<file path="src/rtl/dump_seq_ctrl.sv">
// dump_seq_ctrl: programs the dump generator once per start, then runs rep trains with a reset gap; outputs registered (1-cycle).
// No backpressure; abort wins everywhere. Optional run watchdog under `DUMP_SEQ_TIMEOUT_EN` (err tied 0 otherwise).
module dump_seq_ctrl #(
  parameter int TO_W  = 16,
  parameter int GAP_W = 16
) (
  input  logic        clkin,
  input  logic        reset,
  input  logic        cfg_we,
  input  logic [2:0]  cfg_addr,
  input  logic [15:0] cfg_data,
  input  logic        start,
  input  logic        abort,
  input  logic        dump_over,
  output logic        dump_load,
  output logic [1:0]  dump_choice,
  output logic [15:0] dump_data,
  output logic        dump_rst,
  output logic        busy,
  output logic        done,
  output logic        err
);
  localparam logic [2:0] S_IDLE = 3'd0;
  localparam logic [2:0] S_PROG = 3'd1;
  localparam logic [2:0] S_RUN  = 3'd2;
  localparam logic [2:0] S_GAP  = 3'd3;
  localparam logic [2:0] S_DONE = 3'd4;

  logic [2:0]       state_q, state_d;
  logic [2:0]       step_q, step_d;
  logic [11:0]      one_dump_q, one_dump_d;
  logic [11:0]      w_time_q, w_time_d;
  logic [11:0]      l_dump_q, l_dump_d;
  logic [7:0]       rep_cnt_q, rep_cnt_d;
  logic [GAP_W-1:0] gap_q, gap_d;
  logic [7:0]       rep_left_q, rep_left_d;
  logic [GAP_W-1:0] gap_left_q, gap_left_d;
  logic             load_q, load_d;
  logic [1:0]       choice_q, choice_d;
  logic [15:0]      data_q, data_d;
  logic             rst_q, rst_d;
  logic             busy_q, busy_d;
  logic             done_q, done_d;
  logic             err_q, err_d;
  logic [11:0]      prog_val;
`ifdef DUMP_SEQ_TIMEOUT_EN
  logic [TO_W-1:0]  wd_q, wd_d;
`endif

  // Even steps set up choice/data, odd steps strobe load; step pair index selects the register.
  always_comb begin
    case (step_q[2:1])
      2'd0:    prog_val = one_dump_q;
      2'd1:    prog_val = w_time_q;
      default: prog_val = l_dump_q;
    endcase
  end

  always_comb begin
    state_d    = state_q;
    step_d     = step_q;
    one_dump_d = one_dump_q;
    w_time_d   = w_time_q;
    l_dump_d   = l_dump_q;
    rep_cnt_d  = rep_cnt_q;
    gap_d      = gap_q;
    rep_left_d = rep_left_q;
    gap_left_d = gap_left_q;
    load_d     = 1'b0;
    choice_d   = choice_q;
    data_d     = data_q;
    rst_d      = rst_q;
    done_d     = 1'b0;
    err_d      = err_q;
`ifdef DUMP_SEQ_TIMEOUT_EN
    wd_d       = wd_q;
`endif

    if (cfg_we && !busy_q) begin
      case (cfg_addr)
        3'd0:    one_dump_d = cfg_data[11:0];
        3'd1:    w_time_d   = cfg_data[11:0];
        3'd2:    l_dump_d   = cfg_data[11:0];
        3'd3:    rep_cnt_d  = cfg_data[7:0];
        3'd4:    gap_d      = cfg_data[GAP_W-1:0];
        default: ;
      endcase
    end

    case (state_q)
      S_IDLE: begin
        rst_d = 1'b1;
        if (start && !abort) begin
          state_d    = S_PROG;
          step_d     = 3'd0;
          err_d      = 1'b0;
          rep_left_d = (rep_cnt_d == 8'd0) ? 8'd1 : rep_cnt_d;
        end
      end
      S_PROG: begin
        step_d = step_q + 3'd1;
        if (step_q == 3'd6) begin
          state_d = S_RUN;
          rst_d   = 1'b0;
`ifdef DUMP_SEQ_TIMEOUT_EN
          wd_d    = '0;
`endif
        end else if (!step_q[0]) begin
          choice_d = step_q[2:1];
          data_d   = {4'b0000, prog_val};
        end else begin
          load_d = 1'b1;
        end
      end
      S_RUN: begin
        if (!dump_over) begin
          state_d    = S_GAP;
          rst_d      = 1'b1;
          rep_left_d = rep_left_q - 8'd1;
          gap_left_d = (gap_q == '0) ? '0 : gap_q - 1'b1;
        end
`ifdef DUMP_SEQ_TIMEOUT_EN
        else if (wd_q == {{(TO_W-1){1'b1}}, 1'b0}) begin
          state_d = S_DONE;
          rst_d   = 1'b1;
          done_d  = 1'b1;
          err_d   = 1'b1;
        end else begin
          wd_d = wd_q + 1'b1;
        end
`endif
      end
      S_GAP: begin
        if (gap_left_q == '0) begin
          if (rep_left_q != 8'd0) begin
            state_d = S_RUN;
            rst_d   = 1'b0;
`ifdef DUMP_SEQ_TIMEOUT_EN
            wd_d    = '0;
`endif
          end else begin
            state_d = S_DONE;
            done_d  = 1'b1;
          end
        end else begin
          gap_left_d = gap_left_q - 1'b1;
        end
      end
      S_DONE: begin
        state_d = S_IDLE;
        rst_d   = 1'b1;
      end
      default: begin
        state_d = S_IDLE;
        rst_d   = 1'b1;
      end
    endcase

    if (abort && (state_q != S_IDLE)) begin
      state_d = S_IDLE;
      rst_d   = 1'b1;
      load_d  = 1'b0;
      done_d  = 1'b0;
      err_d   = err_q;
    end

    busy_d = (state_d != S_IDLE);
  end

  always_ff @(posedge clkin) begin
    if (reset) begin
      state_q    <= S_IDLE;
      step_q     <= 3'd0;
      one_dump_q <= 12'd0;
      w_time_q   <= 12'd0;
      l_dump_q   <= 12'd0;
      rep_cnt_q  <= 8'd1;
      gap_q      <= '0;
      rep_left_q <= 8'd0;
      gap_left_q <= '0;
      load_q     <= 1'b0;
      choice_q   <= 2'd0;
      data_q     <= 16'd0;
      rst_q      <= 1'b1;
      busy_q     <= 1'b0;
      done_q     <= 1'b0;
      err_q      <= 1'b0;
`ifdef DUMP_SEQ_TIMEOUT_EN
      wd_q       <= '0;
`endif
    end else begin
      state_q    <= state_d;
      step_q     <= step_d;
      one_dump_q <= one_dump_d;
      w_time_q   <= w_time_d;
      l_dump_q   <= l_dump_d;
      rep_cnt_q  <= rep_cnt_d;
      gap_q      <= gap_d;
      rep_left_q <= rep_left_d;
      gap_left_q <= gap_left_d;
      load_q     <= load_d;
      choice_q   <= choice_d;
      data_q     <= data_d;
      rst_q      <= rst_d;
      busy_q     <= busy_d;
      done_q     <= done_d;
      err_q      <= err_d;
`ifdef DUMP_SEQ_TIMEOUT_EN
      wd_q       <= wd_d;
`endif
    end
  end

  assign dump_load   = load_q;
  assign dump_choice = choice_q;
  assign dump_data   = data_q;
  assign dump_rst    = rst_q;
  assign busy        = busy_q;
  assign done        = done_q;
  assign err         = err_q;
endmodule

</file>
<file path="config.mk">
export PLATFORM = sky130hd
export DESIGN_NAME = dump_seq_ctrl
export DESIGN_NICKNAME = d
export VERILOG_FILES = /design/src/rtl/dump_seq_ctrl.sv
export SDC_FILE = /design/constraint.sdc
export NUM_CORES = 1
export LEC_CHECK = 0
export ABC_AREA = 0
export CAP_MARGIN = 5
export CORE_MARGIN = 2
export CORE_UTILIZATION = 60
export CTS_CLUSTER_SIZE = 12
export DETAILED_ROUTE_END_ITERATION = 6
export GPL_TIMING_DRIVEN = 0
export PLACE_DENSITY = 0.83
export SYNTH_ARGS = -nofsm -noshare
export SYNTH_HDL_FRONTEND = slang
export SYNTH_SLANG_ARGS = --single-unit
</file>
<file path="constraint.sdc">
create_clock -name clkin -period 6.05 [get_ports clkin]
set_input_delay 1.21 -clock clkin [delete_from_list [all_inputs] [get_ports clkin]]
set_output_delay 1.21 -clock clkin [all_outputs]
set_load 0.02 [all_outputs]
</file>
# [Word level (Yosys, flattened, before mapping)]
# Index checks and enable logic that the tools add are counted.
[op_classes] muxes=27 order_cmp=0 n_reduce_logical=29 n_shift=0 addsub=4 multipliers=0 bitwise=5 n_eq_ne=15 n_div=0
[op_table] op="$mux 16" n=3
[op_table] op="$mux 8" n=5
[op_table] op="$logic_not 16->1" n=2
[op_table] op="$pmux 16 s2" n=1
[op_table] op="$sub 16x1->16 const B" n=2
[op_table] op="$pmux 12 s2" n=1
[op_table] op="$mux 3" n=7
[op_table] op="$pmux 8 s2" n=1
[op_table] op="$eq 3x2->1 const B" n=4
[op_table] op="$ne 2x2->1 const B" n=6
[op_table] op="$pmux 3 s4" n=1
[op_table] op="$reduce_and 2->1" n=5
[op_table] op="$reduce_and 3->1" n=3
[op_table] op="$logic_not 8->1" n=1
[op_table] op="$reduce_bool 8->1" n=1
[op_table] op="$reduce_or 4->1" n=2
[op_table] op="$sub 8x1->8 const B" n=1
[op_table] op="$eq 3x1->1 const B" n=2
[op_table] op="$eq 3x3->1 const B" n=2
[op_table] op="$logic_not 3->1" n=2
[op_table] op="$mux 1" n=6
[op_table] op="$pmux 3 s2" n=1
[op_table] op="$reduce_bool 2->1" n=3
[op_table] op="$reduce_bool 3->1" n=2
[op_table] op="9 further kinds" n=16
[totals] ram_bits=0 out_inout_bits=23 memories=0 latch_bits=0 elab_cells=95 mem_bits_ro=0 register_bits=108 in_bits=25

# [Longest topological paths before layout]
[depth] word_depth=7 depth_mapped=9 ltp_nobuf=8

# [Worst setup path after synthesis]
# No wires, ideal clock.
[synth_timing] kind="in2reg" start="in cfg_addr[2]" end="reg rep_left_q[2]" setup_time_ns=0.128 slack_ns=3.422 path_buffers=1 stages=7 arrival_time_ns=2.500 t_required_ns=5.922 cell_sequence="nor3b_1 nand3_1 clkbuf_1 mux2i_1 nor2_1 a221oi_1 nor2_1"
[synth_via] elab_chain_len=7
[synth_lines] element="start: declaration" line_no="10" rtl="input logic [2:0] cfg_addr,"
[synth_lines] element="$eq 3x2->1 *" line_no="80" rtl="case (cfg_addr)"
[synth_lines] element="$mux 8 *" line_no="80"
[synth_lines] element="$mux 8 *" line_no="79" rtl="if (cfg_we && !busy_q) begin"
[synth_lines] element="$logic_not 8->1" line_no="97" rtl="rep_left_d = (rep_cnt_d == 8'd0) ? 8'd1 : rep_cnt_d;"
[synth_lines] element="$mux 8 *" line_no="97"
[synth_lines] element="$mux 8 *" line_no="93" rtl="if (start && !abort) begin"
[synth_lines] element="$pmux 8 s2 *" line_no="90" rtl="case (state_q)"
[synth_lines] element="end signal: assignment" line_no="199" rtl="rep_left_q <= rep_left_d;"
[synth_lines] element="end: declaration" line_no="36" rtl="logic [7:0] rep_left_q, rep_left_d;"
# Every way passes the cells marked *; elsewhere a longest branch is shown, timed or not. The select of a mux whose other input is x is not followed.
# A chain may end at the register's enable or synchronous reset.

# [Worst setup path in the final report]
[layout_timing] start="in cfg_we" end="reg rep_left_q[3]"
[layout_via] elab_chain_len=6
[layout_lines] element="start: declaration" line_no="9" rtl="input logic cfg_we,"
[layout_lines] element="$logic_and 1x1->1 *" line_no="79"
[layout_lines] element="$mux 8 *" line_no="79"
[layout_lines] element="$logic_not 8->1" line_no="97"
[layout_lines] element="$mux 8 *" line_no="97"
[layout_lines] element="$mux 8 *" line_no="93"
[layout_lines] element="$pmux 8 s2 *" line_no="90"
# Marked as above.

==> impl_metrics.yaml <==
sta:
  tightestPinTransition_ns: 0.8231
  finalMaxSlewViolations: 0
  slew_headroom_pct: 45.01
  fin_tns_setup_ns: 0
  fmax_mhz: 319.7
  min_period_ns: 3.128
  hold_violations: 0
  fin_worst_skew_ns: 0.01438
  rsz0062_at_grt: "false"
  finalCritPeriodShare_pct: 51.70
  setup_viol: 0
  hold_ws_ns: 0.4680
global_routing:
  track_usage_pct: 27.65
  overflow: 0
  grt_max_degree: 22
  antenna_found_initial: 0
  grt_pass1_vias: 4511
  grt_first_pass_wirelength_um: 21460
drt:
  wl_per_cell_um: 15.77
  vias: 4772
  ant_nets: 0
  vias_per_cell: 5.862
  drt_first_pass_iters: 5
  first_iter_violations: 288
  wirelength_um: 12840
  drc_errors: 0
hold_path:
  min_from: "one_dump_q[0]"
  hold_path_class: "flop to flop"
  hold-path-endpoint: "one_dump_q[0]"
  hold_depth: 2
critical_path:
  critPathKind: "input pin to flop"
  r2r_cells: 5
  cp_slowest_cell: "clkdlybuf4s50_1"
  critical-path-top-delay-family: "buffers and inverters"
  critPathMaxFanout: 10
  end_kind: "flop"
  critPathBufInv: 2
  cp-start-kind: "input pin"
  cp.arrival_ns: 3.39
  rrSetupSlack_ns: 3.78
  r2r_start: "state_q[2]"
  cp.required_ns: 6.31
  crit_chain: "clkdlybuf4s50_1 > nor3b_1 > nand3_1 > clkbuf_1 > mux2i_1 > o21ai_0 > a22oi_1 > nor2_1"
  r2r_end: "rep_left_q[0]"
  slowest_delay_ns: 0.46
clock_network:
  cts-root-buf: "clkbuf_8"
  cts_tree: "done"
  clock_latency_ns: 0.38
  cts_buffers: 9
  path_clk_slew_ns: 0.12
  cts_setup_buffers: 0
  cts_resized: 0
  htree_levels: 3
  cts-hold-fix-buffers: 0
  clockBufferDepth: 2
  clock_sinks: 108
pwr:
  leakage_nw: 2.324
  peakVddDrop_uv: 165.0
  powerDensity_mw_per_mm2: 226.4
yosys:
  async_reset_ff_share_pct: 0
  synth_edf_count: 0
  yosysSeqAreaShare_pct: 41.85
  syn-cell-area_mm2: 0.005166
  synth-seq-cells: 108
  ys_types: 55
  avgSynthCellArea_um2: 7.985
  ys.warnings.count: 0
  synth_ff_type: "dfxtp_1"
  synthCells: 647
place:
  place_inst: 798
  gp_congestion: 0.8860
  dp_hpwl_um: 9427
  io_buffers: 42
floorplan:
  dieArea_mm2: 0.009368
  start_util_pct: 62.25
  ios: 48
  core_mm2: 0.008299
  num_rows: 33
  fp.dieH_um: 96.79
  fp.dieW_um: 96.79
finish:
  area_growth_pct: 14.87
  diodes: 0
  drive_gt1_share_pct: 5.078
  final_cell_mix: "nor2_1, dfxtp_1, nand2_1"
  final_core_utilization_pct: 71.51
  layout_commonest_cell: "nor2_1"
  fin_cells: 814
  fin_nets: 737
run_status:
  outcome: "finished, final reports clean"
job:
  max_cap_viol_count: 0
-- flip-flops by register name, summed over array words and instances (netlist names) --
| register | cells |
|---|---|
| dump_choice | 2 |
| step_q | 3 |
| state_q | 3 |
| done | 1 |
| rep_left_q | 8 |
| dump_data | 12 |
| rep_cnt_q | 8 |
| gap_left_q | 16 |
| busy | 1 |
| l_dump_q | 12 |
| w_time_q | 12 |
| dump_rst | 1 |
| dump_load | 1 |
| gap_q | 16 |
| one_dump_q | 12 |
-- how the worst max path moves through the flow --
| stage | to | cells past startpoint | start |
|---|---|---|---|
| 4_1_cts | rep_left_q[3] | 8 | cfg_we |
| 2_1_floorplan | rep_left_q[2] | 7 | cfg_addr[2] |
| 6_report | rep_left_q[3] | 8 | cfg_we |
| 3_5_place_dp | rep_left_q[3] | 8 | cfg_we |
| 5_1_grt | rep_left_q[3] | 8 | cfg_addr[2] |
| 3_3_place_gp | rep_left_q[3] | 8 | cfg_we |
-- cell type report --
class                           count  area [um^2]
Multi-Input combinational cell    494         2808
Fill cell                         688         2365
Sequential cell                   108         2162
Timing Repair Buffer               42        420.4
Buffer                             40        177.7
Tap cell                          105        131.4
Clock buffer                        9        123.9
Clock inverter                      7        77.57
Inverter                            9        33.78
-- cells by family (layout without fill, tap and decap cells) --
group           Yosys count  after routing  share of synthesized area, %
flops                   108            108                         41.85
xor+xnor                 14             14                         2.374
fa+ha+maj                 8              8                         1.938
mux                      44             44                         8.525
buf+inv                  49            107                         4.093
other cells               1              5                       0.07259
simple gates            277            277                         24.39
compound gates          146            146                         16.76
-- metal layers --
layer	global-route usage [%]	routed length (um)	part of all wire, %	vias to the layer above
met5	0	0	0	-
met4	10.08	203	1.6	0
met3	4.552	929	7.2	19
met2	45.94	6009	47	205
met1	36.38	5696	44	2193
li1	-	-	-	2355
-- Yosys cell counts, types with 3 or more instances --
cell | count | area (um^2)
nand3b_1 | 6 | 45.04
mux2i_1 | 44 | 440.4
dfxtp_1 | 108 | 2162
nor2_1 | 119 | 446.7
a211oi_1 | 4 | 30.03
nor3_1 | 16 | 80.08
o21ai_1 | 7 | 35.03
buf_4 | 6 | 45.04
xor2_1 | 8 | 70.07
clkbuf_1 | 28 | 105.1
a221oi_1 | 3 | 26.28
buf_2 | 4 | 20.02
or3_1 | 6 | 37.54
or4_1 | 3 | 22.52
xnor2_1 | 6 | 52.55
inv_1 | 9 | 33.78
nand3_1 | 10 | 50.05
nand2_1 | 82 | 307.8
nor3b_1 | 4 | 30.03
nand4_1 | 4 | 25.02
o31a_1 | 4 | 35.03
o21ai_0 | 17 | 85.08
o22ai_1 | 9 | 56.30
ha_1 | 8 | 100.1
a31oi_1 | 4 | 25.02
a22oi_1 | 3 | 22.52
nor4_1 | 6 | 37.54
a21oi_1 | 80 | 400.4
o32ai_1 | 3 | 26.28
-- per-stage QoR --
step | power (mW) | setup WS, ns | cell area [um^2]
after floorplan | 0.8566 | 3.422 | 5181
after global placement | 0.9103 | 2.655 | 5733
after detailed placement | 0.9136 | 2.547 | 5733
after CTS | 1.350 | 2.962 | 5934
after global routing | 1.397 | 2.703 | 5934
final | 1.344 | 2.922 | 5934
-- report_power, final --
group | internal, mW | switching [mW] | total [mW]
combinational | 0.0687 | 0.0969 | 0.166
sequential | 0.723 | 0.0110 | 0.734
clock | 0.165 | 0.279 | 0.444
-- worst register-to-register path: stages, from the launching register on --
cell      delay, ns
dfxtp_1        0.38
or3_1          0.45
nor3b_1        0.61
nor2_1         0.30
a221oi_1       0.36
nor2_1         0.06
Power figures use the tool's default switching activity.
